## config.mk

```make
export PLATFORM = sky130hd
export DESIGN_NAME = psk_track_ctl_flat
export DESIGN_NICKNAME = d
export VERILOG_FILES = /design/src/rtl/psk_track_ctl_if.sv /design/src/rtl/psk_track_ctl.sv /design/src/flat_wrapper.sv
export SDC_FILE = /design/constraint.sdc
export NUM_CORES = 1
export LEC_CHECK = 0
export BUFFER_PORTS_ARGS = -buffer_cell sky130_fd_sc_hd__buf_2
export CAP_MARGIN = 20
export CELL_PAD_IN_SITES_DETAIL_PLACEMENT = 1
export CELL_PAD_IN_SITES_GLOBAL_PLACEMENT = 1
export CORE_MARGIN = 10
export CORE_UTILIZATION = 40
export CTS_BUF_LIST = sky130_fd_sc_hd__clkbuf_16
export DETAILED_ROUTE_END_ITERATION = 10
export HOLD_SLACK_MARGIN = 0.08
export PLACE_DENSITY = 0.75
export SLEW_MARGIN = 10
export SYNTH_ARGS = -nofsm -noshare
export SYNTH_HDL_FRONTEND = slang
export SYNTH_SLANG_ARGS = --single-unit
```

## constraint.sdc

```tcl
create_clock -name clk -period 2 [get_ports clk]
set_input_delay 0.1 -clock clk [delete_from_list [all_inputs] [get_ports clk]]
set_output_delay 0.1 -clock clk [all_outputs]
set_load 0.02 [all_outputs]
```

## src/rtl/psk_track_ctl_if.sv

```systemverilog
// -----------------------------------------------------------------------------
// psk_track_ctl_if
//
// Purpose:
//   Window/match-vector link between the code-phase tracking controller and
//   the PSK correlator dispatcher.
//
// Signals:
//   win_stb   controller -> dispatcher  one-cycle pulse ending a window
//   taps      dispatcher -> controller  OR-accumulated 8-tap match vector
//   taps_vld  dispatcher -> controller  one-cycle qualifier for taps
//
// Handshake:
//   win_stb is a request and taps_vld is its single-cycle answer; there is no
//   ready/backpressure. taps is only meaningful in a cycle where taps_vld=1.
//   The first taps_vld after a win_stb is taken as the answer for that
//   window. Later pulses are ignored until the next win_stb. A taps_vld in
//   the same cycle as win_stb answers the previous window. A window with no
//   answer before the next win_stb is treated as a miss.
// -----------------------------------------------------------------------------
interface psk_track_ctl_if;
   logic [7:0] taps;
   logic       taps_vld;
   logic       win_stb;

   // Dispatcher side
   modport master (
      output taps,
      output taps_vld,
      input  win_stb
   );

   // Tracking controller side
   modport slave (
      input  taps,
      input  taps_vld,
      output win_stb
   );
endinterface

```

## src/rtl/psk_track_ctl.sv

```systemverilog
// -----------------------------------------------------------------------------
// psk_track_ctl
//
// Purpose:
//   Code-phase tracking controller for the PSK correlator dispatcher.
//   - Slices time into WIN_LEN-cycle correlation windows and pulses win_stb at
//     the end of each one.
//   - Collects the dispatcher's 8-tap match vector for that window.
//   - Steps the 16-position code phase: a coarse +2 sweep while searching and
//     a +/-1 early/late correction while tracking.
//   - Declares lock and drops it again.
//
// Ports:
//   clk        in   system clock, rising edge
//   rst_n      in   asynchronous active-low reset
//   en         in   run enable; low forces IDLE on the next edge
//   disp       if   slave side of psk_track_ctl_if (taps, taps_vld, win_stb)
//   phase      out  current code-phase index, mod 16
//   phase_stb  out  one-cycle pulse when phase changes
//   phase_dir  out  direction of the last step (1 advance, 0 retard)
//   locked     out  high in LOCK
//   state      out  00 IDLE, 01 SEARCH, 10 TRACK, 11 LOCK
//   timeout    out  sticky: a window ended with its taps still pending
//
// Pipeline:
//   Stage 1, the window stage, is registered on the edge that samples
//   taps_vld or the overdue win_stb. It turns the dispatcher traffic into a
//   single window outcome event (evt_vld_q/evt_taps_q).
//   Stage 2, the FSM stage, applies that event on the following edge. Phase,
//   state, locked and phase_stb therefore move one edge after the sampling
//   edge.
// -----------------------------------------------------------------------------
module psk_track_ctl #(
   parameter int WIN_LEN  = 256,
   parameter int LOCK_CNT = 4,
   parameter int LOSS_CNT = 8
) (
   input  logic                  clk,
   input  logic                  rst_n,
   input  logic                  en,
   psk_track_ctl_if.slave        disp,
   output logic [3:0]            phase,
   output logic                  phase_stb,
   output logic                  phase_dir,
   output logic                  locked,
   output logic [1:0]            state,
   output logic                  timeout
);

   localparam int                WCNT_W   = $clog2(WIN_LEN);
   localparam logic [WCNT_W-1:0] WCNT_TOP = WCNT_W'(WIN_LEN - 1);
   localparam logic [3:0]        LOCK_TH  = 4'(LOCK_CNT);
   localparam logic [3:0]        LOSS_TH  = 4'(LOSS_CNT);

   typedef enum logic [1:0] {
      S_IDLE   = 2'b00,
      S_SEARCH = 2'b01,
      S_TRACK  = 2'b10,
      S_LOCK   = 2'b11
   } state_t;

   state_t state_q, state_nxt;

   // ---------------------------------------------------------------------------
   // Window stage
   // ---------------------------------------------------------------------------
   logic [WCNT_W-1:0] wcnt_q, wcnt_nxt;
   logic              win_stb_q;
   logic              pending_q;
   logic              timeout_q;
   logic              evt_vld_q;
   logic [7:0]        evt_taps_q;
   logic              run;
   logic              consume;
   logic              overdue;

   // The window machinery only runs once the FSM has left IDLE. The cycle
   // that leaves IDLE holds wcnt at 0. The first win_stb therefore lands
   // WIN_LEN cycles after the first en=1 cycle.
   assign run = en && (state_q != S_IDLE);

   // A taps_vld that coincides with win_stb answers the old window. For that
   // reason an overdue window is only declared when no answer arrives in the
   // strobe cycle.
   assign consume = run && disp.taps_vld && pending_q;
   assign overdue = run && win_stb_q && pending_q && !disp.taps_vld;

   always_comb begin
      wcnt_nxt = '0;
      if (run) begin
         wcnt_nxt = (wcnt_q == WCNT_TOP) ? '0 : wcnt_q + WCNT_W'(1);
      end
   end

   always_ff @(posedge clk or negedge rst_n) begin
      if (!rst_n) begin
         wcnt_q     <= '0;
         win_stb_q  <= 1'b0;
         pending_q  <= 1'b0;
         timeout_q  <= 1'b0;
         evt_vld_q  <= 1'b0;
         evt_taps_q <= 8'h00;
      end else begin
         wcnt_q     <= wcnt_nxt;
         // Registered look-ahead: high exactly while wcnt == WIN_LEN-1.
         win_stb_q  <= run && (wcnt_nxt == WCNT_TOP);
         evt_vld_q  <= consume || overdue;
         // An overdue window is judged as all-zero taps, i.e. a plain miss.
         evt_taps_q <= consume ? disp.taps : 8'h00;

         if (!run) begin
            pending_q <= 1'b0;
         end else if (win_stb_q) begin
            pending_q <= 1'b1;
         end else if (consume) begin
            pending_q <= 1'b0;
         end

         if (!en) begin
            timeout_q <= 1'b0;
         end else if (overdue) begin
            timeout_q <= 1'b1;
         end
      end
   end

   assign disp.win_stb = win_stb_q;

   // ---------------------------------------------------------------------------
   // Window outcome classification
   // ---------------------------------------------------------------------------
   logic prompt, early, late, nonzero;

   assign prompt  = |evt_taps_q[4:3];
   assign early   = |evt_taps_q[2:0];
   assign late    = |evt_taps_q[7:5];
   assign nonzero = |evt_taps_q;

   logic [3:0] hit_q, miss_q;
   logic [3:0] hit_inc, miss_inc;

   assign hit_inc  = (hit_q  == 4'hF) ? hit_q  : hit_q  + 4'd1;
   assign miss_inc = (miss_q == 4'hF) ? miss_q : miss_q + 4'd1;

   // ---------------------------------------------------------------------------
   // FSM: state register
   // ---------------------------------------------------------------------------
   always_ff @(posedge clk or negedge rst_n) begin
      if (!rst_n) begin
         state_q <= S_IDLE;
      end else begin
         state_q <= state_nxt;
      end
   end

   // ---------------------------------------------------------------------------
   // FSM: next-state logic
   // ---------------------------------------------------------------------------
   always_comb begin
      state_nxt = state_q;
      if (!en) begin
         state_nxt = S_IDLE;
      end else begin
         case (state_q)
            S_IDLE: begin
               state_nxt = S_SEARCH;
            end
            S_SEARCH: begin
               if (evt_vld_q && nonzero) begin
                  state_nxt = S_TRACK;
               end
            end
            S_TRACK, S_LOCK: begin
               if (evt_vld_q) begin
                  if (prompt) begin
                     if ((state_q == S_TRACK) && (hit_inc >= LOCK_TH)) begin
                        state_nxt = S_LOCK;
                     end
                  end else if (miss_inc >= LOSS_TH) begin
                     state_nxt = S_SEARCH;
                  end
               end
            end
            default: begin
               state_nxt = S_IDLE;
            end
         endcase
      end
   end

   // ---------------------------------------------------------------------------
   // FSM: output / datapath next values
   // ---------------------------------------------------------------------------
   logic [3:0] phase_q, phase_nxt;
   logic       dir_q, dir_nxt;
   logic       pstb_q, pstb_nxt;
   logic       locked_q;
   logic [3:0] hit_nxt, miss_nxt;

   always_comb begin
      phase_nxt = phase_q;
      dir_nxt   = dir_q;
      pstb_nxt  = 1'b0;
      hit_nxt   = hit_q;
      miss_nxt  = miss_q;

      if (!en) begin
         // Phase and last direction are kept across a disable.
         hit_nxt  = 4'd0;
         miss_nxt = 4'd0;
      end else begin
         case (state_q)
            S_IDLE: begin
               hit_nxt  = 4'd0;
               miss_nxt = 4'd0;
            end
            S_SEARCH: begin
               if (evt_vld_q) begin
                  if (nonzero) begin
                     hit_nxt  = 4'd0;
                     miss_nxt = 4'd0;
                  end else begin
                     // Coarse sweep; 4-bit arithmetic gives the mod-16 wrap.
                     phase_nxt = phase_q + 4'd2;
                     dir_nxt   = 1'b1;
                     pstb_nxt  = 1'b1;
                  end
               end
            end
            S_TRACK, S_LOCK: begin
               if (evt_vld_q) begin
                  if (prompt) begin
                     hit_nxt  = hit_inc;
                     miss_nxt = 4'd0;
                  end else begin
                     // Any non-prompt outcome counts toward loss, even one
                     // that also produces an early/late correction.
                     hit_nxt  = 4'd0;
                     miss_nxt = miss_inc;
                     if (early && !late) begin
                        phase_nxt = phase_q - 4'd1;
                        dir_nxt   = 1'b0;
                        pstb_nxt  = 1'b1;
                     end else if (late && !early) begin
                        phase_nxt = phase_q + 4'd1;
                        dir_nxt   = 1'b1;
                        pstb_nxt  = 1'b1;
                     end
                     // Falling back to SEARCH restarts both counters. The
                     // sweep carries on from the retained phase.
                     if (miss_inc >= LOSS_TH) begin
                        hit_nxt  = 4'd0;
                        miss_nxt = 4'd0;
                     end
                  end
               end
            end
            default: begin
               hit_nxt  = 4'd0;
               miss_nxt = 4'd0;
            end
         endcase
      end
   end

   always_ff @(posedge clk or negedge rst_n) begin
      if (!rst_n) begin
         phase_q  <= 4'd0;
         dir_q    <= 1'b0;
         pstb_q   <= 1'b0;
         hit_q    <= 4'd0;
         miss_q   <= 4'd0;
         locked_q <= 1'b0;
      end else begin
         phase_q  <= phase_nxt;
         dir_q    <= dir_nxt;
         pstb_q   <= pstb_nxt;
         hit_q    <= hit_nxt;
         miss_q   <= miss_nxt;
         locked_q <= (state_nxt == S_LOCK);
      end
   end

   assign phase     = phase_q;
   assign phase_stb = pstb_q;
   assign phase_dir = dir_q;
   assign locked    = locked_q;
   assign state     = state_q;
   assign timeout   = timeout_q;

endmodule

```

## src/flat_wrapper.sv

```systemverilog
// flat-port wrapper written by rule: the top's interface ports become plain ports
module psk_track_ctl_flat 
#(
   parameter int WIN_LEN  = 256,
   parameter int LOCK_CNT = 4,
   parameter int LOSS_CNT = 8
)
  (clk, rst_n, en, phase, phase_stb, phase_dir, locked, state, timeout, disp_taps, disp_taps_vld, disp_win_stb);
  psk_track_ctl_if disp_i ();
  input  logic clk;
  input  logic rst_n;
  input  logic en;
  output logic [3:0] phase;
  output logic phase_stb;
  output logic phase_dir;
  output logic locked;
  output logic [1:0] state;
  output logic timeout;
  input wire logic [$bits(disp_i.taps)-1:0] disp_taps;
  input wire logic [$bits(disp_i.taps_vld)-1:0] disp_taps_vld;
  output wire logic [$bits(disp_i.win_stb)-1:0] disp_win_stb;
  assign disp_i.taps = disp_taps;
  assign disp_i.taps_vld = disp_taps_vld;
  assign disp_win_stb = disp_i.win_stb;
  psk_track_ctl #(.WIN_LEN(WIN_LEN), .LOCK_CNT(LOCK_CNT), .LOSS_CNT(LOSS_CNT)) u_core (.clk(clk), .rst_n(rst_n), .en(en), .disp(disp_i), .phase(phase), .phase_stb(phase_stb), .phase_dir(phase_dir), .locked(locked), .state(state), .timeout(timeout));
endmodule
```

Word-level counts from Yosys, hierarchy flattened
Index checks and enable logic that the tools add are counted.

Add/subtract/negate cells: 6. Equality and inequality tests: 18. $lt $le $gt $ge: 2. Muxes and demuxes: 50. Reduce and logical (&&, ||, !) cells: 25.

Operator list (count): $mux 4 (17); $mux 8 (3); $pmux 4 s3 (2); $mux 1 (18); $eq 8x8->1 const B (2); $add 4x1->4 const B (3); $mux 2 (6); $ne 3x2->1 const B (4); $logic_and 1x1->1 (11); $add 8x1->8 const B (1); $eq 4x4->1 const B (2); $pmux 4 s2 (1); $reduce_or 8->1 (1); $reduce_and 7->1 (1); $eq 2x2->1 const B (3); $ne 2x1->1 const B (3); $pmux 2 s3 (1); $reduce_or 3->1 (2); $add 4x2->4 const B (1); $ge 4x3->1 const B (1); $ge 4x4->1 const B (1); $ne 2x2->1 const B (2); $pmux 1 s2 (2); $reduce_bool 2->1 (2); other kinds (8) (11).

Output and inout port bits: 11. Logic and storage cells: 114. Input bits: 12. Register bits: 37.

Depth between registers and ports, before layout
Gate-level depths: netlist (run 1).

Word-level depth: 10. Gate-level depth with buffers: 9. Gate-level depth less buffers: 9.

Worst setup path after synthesis (run 1)
OpenSTA, ideal clock, no wires.

Path kind: reg-to-reg. From: register u_core.evt_taps_q[5]. To: register u_core.phase_q[3], in the netlist u_core.phase[3]. Setup time: 0.130 ns. Required time: 1.870 ns. Path slack: -0.107 ns. Period minus slack after synthesis: 2.107 ns. Arrival: 1.977 ns. Path buffers: 0. Stages on the path, launching flop included: 10. Cell sequence: dfrtp_1 > or3_1 > inv_1 > ha_1 > ha_1 > a21oi_1 > nor3_1 > a41oi_1 > a31oi_2 > xor2_1.

Word-level cells in the longest chain between the ends: 7. Elaborated cells on any way between the ends: 12. Classes of those cells: eq/ne: 2; mux: 4; reduce/logical: 6.

RTL lines: start: declaration (RTL line psk_track_ctl.sv:72) `logic [7:0] evt_taps_q;`; start signal: assignment (RTL line psk_track_ctl.sv:109) `evt_taps_q <= consume ? disp.taps : 8'h00;`; $reduce_or 3->1 (RTL line psk_track_ctl.sv:136) `assign late = |evt_taps_q[7:5];`; $logic_not 1->1 (RTL line psk_track_ctl.sv:240) `if (early && !late) begin`; $logic_and 1x1->1 (RTL line psk_track_ctl.sv:240); $mux 4 (RTL line psk_track_ctl.sv:240); $mux 4 (RTL line psk_track_ctl.sv:232) `if (prompt) begin`; $mux 4 (RTL line psk_track_ctl.sv:231) `if (evt_vld_q) begin`; $pmux 4 s2 (RTL line psk_track_ctl.sv:212) `case (state_q)`; end signal: assignment (RTL line psk_track_ctl.sv:275) `phase_q <= phase_nxt;`; end: declaration (RTL line psk_track_ctl.sv:194) `logic [3:0] phase_q, phase_nxt;`.

Several ways; a longest one is shown, not always the timed one. The select of a mux whose other input is x is not followed. A chain may end at the register's enable or synchronous reset.

Worst setup path after layout (run 1)
From: register u_core.evt_taps_q[6]. To: register u_core.phase_q[3], in the netlist u_core.phase[3].

The elaborated chain is that of the path after synthesis.

==> results of run 1 <==
==> cell type report <==
type	instances	area, µm²	share of cell area [%]
Inverter	11	43.8	1.78
Sequential cell	37	926	37.7
Multi-Input combinational cell	136	996	40.6
Tap cell	52	65.1	2.65
Timing Repair Buffer	43	293	11.9
Clock buffer	5	125	5.09
Clock inverter	2	7.51	0.306
==> final timing paths <==
path / slack, ns / from / cells after the start / to
max reg2reg: -0.05 / u_core.evt_taps_q[6]$_DFF_PN0_ / 9 / u_core.phase[3]$_DFFE_PN0P_
min reg2reg: 0.50 / u_core.phase[3]$_DFFE_PN0P_ / 1 / u_core.phase[3]$_DFFE_PN0P_
max in group asynchronous: 1.01 / rst_n / 2 / u_core.timeout$_DFFE_PN0P_
min in group asynchronous: 0.46 / rst_n / 2 / u_core.phase[1]$_DFFE_PN0P_
min: 0.16 / en / 3 / u_core.state[0]$_DFF_PN0_
max: -0.05 / u_core.evt_taps_q[6]$_DFF_PN0_ / 9 / u_core.phase[3]$_DFFE_PN0P_
==> state kept, by name (all words and copies together), names as in the netlist, 2 cells and up <==
| signal | count |
|---|---|
| u_core.miss_q | 4 |
| u_core.evt_taps_q | 8 |
| u_core.phase | 4 |
| u_core.hit_q | 4 |
| u_core.state | 2 |
| u_core.wcnt_q | 8 |
==> metrics by stage <==
stage	setup WS, ns	instance area, µm²	TNS, ns	util (%)	hold WS [ns]
final	-0.0459	2460	-0.0459	55.3	0.158
after floorplan	0.000700	1890	0	-	-0.196
after global routing	-0.146	2460	-0.228	55.3	0.175
after global placement	0.00273	2120	0	47.8	0.227
after CTS	-0.0363	2410	-0.0630	54.1	0.144
after detailed placement	-0.147	2120	-0.147	47.8	0.252
==> routing by layer <==
layer | vias up | wire [µm] | GRT usage (%)
li1 | 749 | - | -
met1 | 777 | 2120 | 15.4
met2 | 35 | 2700 | 26.1
met3 | 10 | 224 | 3.77
met4 | 0 | 104 | 5.29
met5 | - | 0 | 0
==> timing repair <==
action / CTS / global route
hold buffers: 10 / 0
buffers inserted: 1 / 1
hold endpoints to repair: 46 / 0
setup endpoints to repair: 1 / 8
pin swaps: 6 / 3
resized for setup: 6 / 8
==> cells in the final DEF (no fill, tap or decap), drive strengths merged, types with 3 or more instances in the layout <==
cell type / synthesis / final
nor3: 5 / 5
inv: 11 / 12
a21oi: 9 / 9
dfrtp: 37 / 37
a41oi: 3 / 3
a31oi: 7 / 7
buf: 1 / 33
xor2: 6 / 6
nor2b: 3 / 3
ha: 8 / 8
nand4: 3 / 3
nor2: 19 / 19
nand2: 15 / 15
o21ai: 9 / 9
and2: 11 / 11
xnor2: 4 / 4
nand3: 8 / 8
clkbuf: 0 / 5
dlygate4sd3: 0 / 10
==> worst max-delay path, delay by kind of cell (launching register included) <==
family	cells	cell delay [ns]
and+or+nand+nor	2	0.47
DFF	1	0.36
AOI/OAI and AO/OA	3	0.44
adders and majority gates	2	0.40
buffers and inverters	1	0.08
xor gates and xnor gates	1	0.17
==> cell families (layout without fill, tap and decap cells) <==
logic type	after synthesis	in the layout	share of synthesized area, %
AO/OA/AOI/OAI	37	37	13.0
flip-flops	37	37	49.6
buffers and inverters	12	61	2.48
adder cells (fa/ha/maj)	9	9	6.43
XOR/XNOR	10	10	4.69
multiplexers	4	4	2.28
AND/OR/NAND/NOR	76	76	21.6
==> report_power, final <==
group	switching, mW	internal (mW)
clock	0.286	0.445
combinational	0.0437	0.0325
sequential	0.00488	0.752
total	0.334	1.23
==> impl_metrics.toml, run 1 <==
[placement]
place.gp.congestion = 0.882
place.detailed.hpwl_um = 3330
io_buffers = 22
place_inst = 267

[run]
max-cap-violations = 0

[timing]
rsz0062_at_grt = "yes"
setup_slack_ns = -0.0459
min_period_ns = 2.05
clock_skew_ns = 0.00350
period_share_pct = 102
fmax_mhz = 489
setup_violations = 1
worstMarginPinSlew_ns = 0.832
relSlewSlack_pct = 44.6
slew_violations = 0
hold_viol = 0

[layout]
areaGrowthSynthToFinish_pct = 31.5
n_antenna_cell = 0
nets = 255
fillers = 498
drive_above_1_share_pct = 25.2
stdcell_count = 286

[global_routing]
grt_pass1_vias = 1800
antenna_found_initial = 0
grt.overflow.total = 0
grt_max_degree = 38
grt_pass1_wl_um = 8660
track_usage_pct = 14.2

[pwr]
p_total_mw = 1.56
ir_worst_vdd_mv = 0.485
p_leak_nw = 1.13
power_density_nw_per_um2 = 637

[yosys]
async_reset_ff_share_pct = 100
synth-edff-count = 0
synthCells = 185
yosysTopAreaCell = "dfrtp_1"
synth_most_common_cell = "dfrtp_1"
synthesis.area_um2 = 1870
synth_seq_area_share_pct = 49.6
ys_top_cells_by_count = "dfrtp_1, nor2_1, nand2_1"
synth_top_area_share_pct = 49.6
synth_ff_type = "dfrtp_1"
synth.distinct_cells = 40
synth_area_leaders = "dfrtp_1, ha_1, nor2_1"
syn_nets = 206
synth_seq_cells = 37
ys_warn_count = 0
syn_avg_cell_area_um2 = 10.1

[setup_path]
crit_arrival_ns = 2.20
path_cells = "or3_4 -> inv_4 -> ha_4 -> ha_4 -> a21oi_4 -> nor3_2 -> a41oi_2 -> a31oi_2 -> xor2_1"
path_common_cell = "ha_4"
path_class = "flop to flop"
critPathRequiredTime_ns = 2.16
path_max_fanout = 5
worst_setup_path_start_kind = "flop"
slowest_delay_ns = 0.40
slowest_stage = "or3_4"
endpoint_kind = "flop"

[drt]
routed_wl_um = 5150
num_vias = 1571
viasPerCell = 5.49
drc = 0
wire_per_inst_um = 18.0
first_pass_iters = 4
ant_nets = 0
drtIter0Drc = 108

[clocking]
clk_latency_ns = 0.28
cts_buffer_depth = 2
cts_tree = "yes"
cts.reportedPaths.clkPinSlew_ns = 0.05
ctsHtreeMaxLevel = 2
cts_sinks = 37
clockRootBuffer = "clkbuf_16"
cts_made_buffers = 5

[status]
status = "complete, but fails checks"
violations = "negative setup slack"

[floorplan]
row_count = 24
io_pins = 23
core_region_area_um2 = 4440
die_w_um = 88.3
start_util_pct = 42.0
fp.dieH_um = 88.3
die_area_um2 = 7800

[worst_hold_path]
min_path_type = "input port to flop"
(Power assumes the default switching activity.)
==> run 2: changes to the inputs <==
- CORE_MARGIN: 10 -> 4
- SETUP_SLACK_MARGIN: unset -> 0.05
==> run 2 against run 1 <==
The run still ends with negative setup slack left. Sequential cell count stayed put. Largest power group is now clock. Highest routed layer unchanged. Critical endpoint unchanged. First-iteration DRC count is 26% lower. Via count is 0.32% lower. Sequential power hardly changed.
==> impl_metrics.toml, run 2 (same netlist as run 1, synthesis figures left out) <==
[timing]
relSlewSlack_pct = 46.2
slew_violations = 0
setup_slack_ns = -0.0483
min_period_ns = 2.05
period_share_pct = 102
finalSetupTns_ns = -0.0483
hold_viol = 0
setup_violations = 1
rsz0062_at_grt = "yes"
worstMarginPinSlew_ns = 0.807
clock_skew_ns = 0.00493
fmax_mhz = 488

[floorplan]
core_region_area_um2 = 4440
io_pins = 23
die_w_um = 76.3
start_util_pct = 42.0
row_count = 24
die_area_um2 = 5830
fp.dieH_um = 76.3

[clocking]
cts_buffer_depth = 2
cts.reportedPaths.clkPinSlew_ns = 0.06
cts_sinks = 37
ctsHtreeMaxLevel = 2
cts_made_buffers = 5
clk_latency_ns = 0.28
cts_tree = "yes"
clockRootBuffer = "clkbuf_16"

[global_routing]
antenna_found_initial = 0
track_usage_pct = 17.6
grt_pass1_vias = 1668
grt_pass1_wl_um = 8200
grt.overflow.total = 0
grt_max_degree = 38

[setup_path]
path_class = "flop to flop"
crit_arrival_ns = 2.21
path_max_fanout = 5
endpoint_kind = "flop"
worst_setup_path_start_kind = "flop"
critPathRequiredTime_ns = 2.16

[layout]
n_antenna_cell = 0
post-route-util_pct = 56.4
drive_above_1_share_pct = 26.9
nets = 254
mostFrequentLayoutCell = "dfrtp_1"
top_regs = "u_core.evt_taps_q x8, u_core.wcnt_q x8"
final_cell_mix = "dfrtp_1, buf_2, nor2_1, nand2_1, and2_1"
areaGrowthSynthToFinish_pct = 34.2

[placement]
io_buffers = 22
place.gp.congestion = 0.834
place.detailed.hpwl_um = 3250

[drt]
routed_wl_um = 4970
viasPerCell = 5.48
ant_nets = 0
num_vias = 1566
drc = 0
first_pass_iters = 4
wire_per_inst_um = 17.4
drtIter0Drc = 80

[worst_hold_path]
min_path_type = "input port to flop"

[status]
status = "complete, but fails checks"
violations = "negative setup slack"

[run]
max-cap-violations = 0

[pwr]
p_leak_nw = 1.15
ir_worst_vdd_mv = 0.383
power_density_nw_per_um2 = 686
-- run 2: metal layers --
layer	track usage, %	vias up	wire, µm
li1	-	744	-
met1	21.1	785	2090
met2	30.8	30	2640
met3	3.55	7	166
met4	7.25	0	80
met5	0	-	0
-- run 2: repair_timing --
action	in CTS	in global routing
buffers inserted	3	1
endpoints found under the setup margin	3	5
hold buffers	10	0
gates resized for setup	6	11
hold endpoints to repair	46	0
pin swaps	6	9
-- run 2: final timing paths --
check                                                     from                     endpoint  slack [ns]  cells after the start
worst max-delay path            u_core.evt_taps_q[6]$_DFF_PN0_  u_core.phase[3]$_DFFE_PN0P_       -0.05                      9
worst min register to register     u_core.phase[3]$_DFFE_PN0P_  u_core.phase[3]$_DFFE_PN0P_        0.47                      1
max in group asynchronous                                rst_n   u_core.wcnt_q[4]$_DFF_PN0_        1.04                      2
worst min-delay path                                        en   u_core.timeout$_DFFE_PN0P_        0.16                      2
min in group asynchronous                                rst_n  u_core.hit_q[2]$_DFFE_PN0P_        0.45                      2
worst max register to register  u_core.evt_taps_q[6]$_DFF_PN0_  u_core.phase[3]$_DFFE_PN0P_       -0.05                      9
-- run 2: final cells by class --
| class | instances | area, µm² |
|---|---|---|
| Fill cell | 486 | 1940 |
| Multi-Input combinational cell | 136 | 1020 |
| Sequential cell | 37 | 926 |
| Timing Repair Buffer | 42 | 285 |
| Clock buffer | 5 | 125 |
| Tap cell | 52 | 65.1 |
| Inverter | 11 | 43.8 |
| Clock inverter | 3 | 41.3 |
-- run 2: worst max-delay path, cell delays in order (launching register included) --
cell	delay (ns)
dfrtp_1	0.37
or3_4	0.40
inv_4	0.08
ha_4	0.19
ha_4	0.22
a21oi_4	0.14
nor3_2	0.06
a41oi_2	0.18
a31oi_2	0.11
xor2_1	0.17
-- run 2: through the flow --
step                      setup slack (ns)  cells  hold slack, ns  area [µm²]  total power, mW
after detailed placement           -0.0984    264           0.236        2110            0.829
after floorplan                     0.0516    185          -0.196        1890            0.789
final                              -0.0483    286           0.165        2510             1.72
after global routing                -0.131    286           0.167        2510             1.78
after CTS                          -0.0132    285           0.154        2440             1.74
after global placement              0.0135    264           0.228        2110            0.826
-- run 2: where the power goes --
group | internal, mW | switching [mW]
clock | 0.583 | 0.303
combinational | 0.0325 | 0.0429
sequential | 0.752 | 0.00471
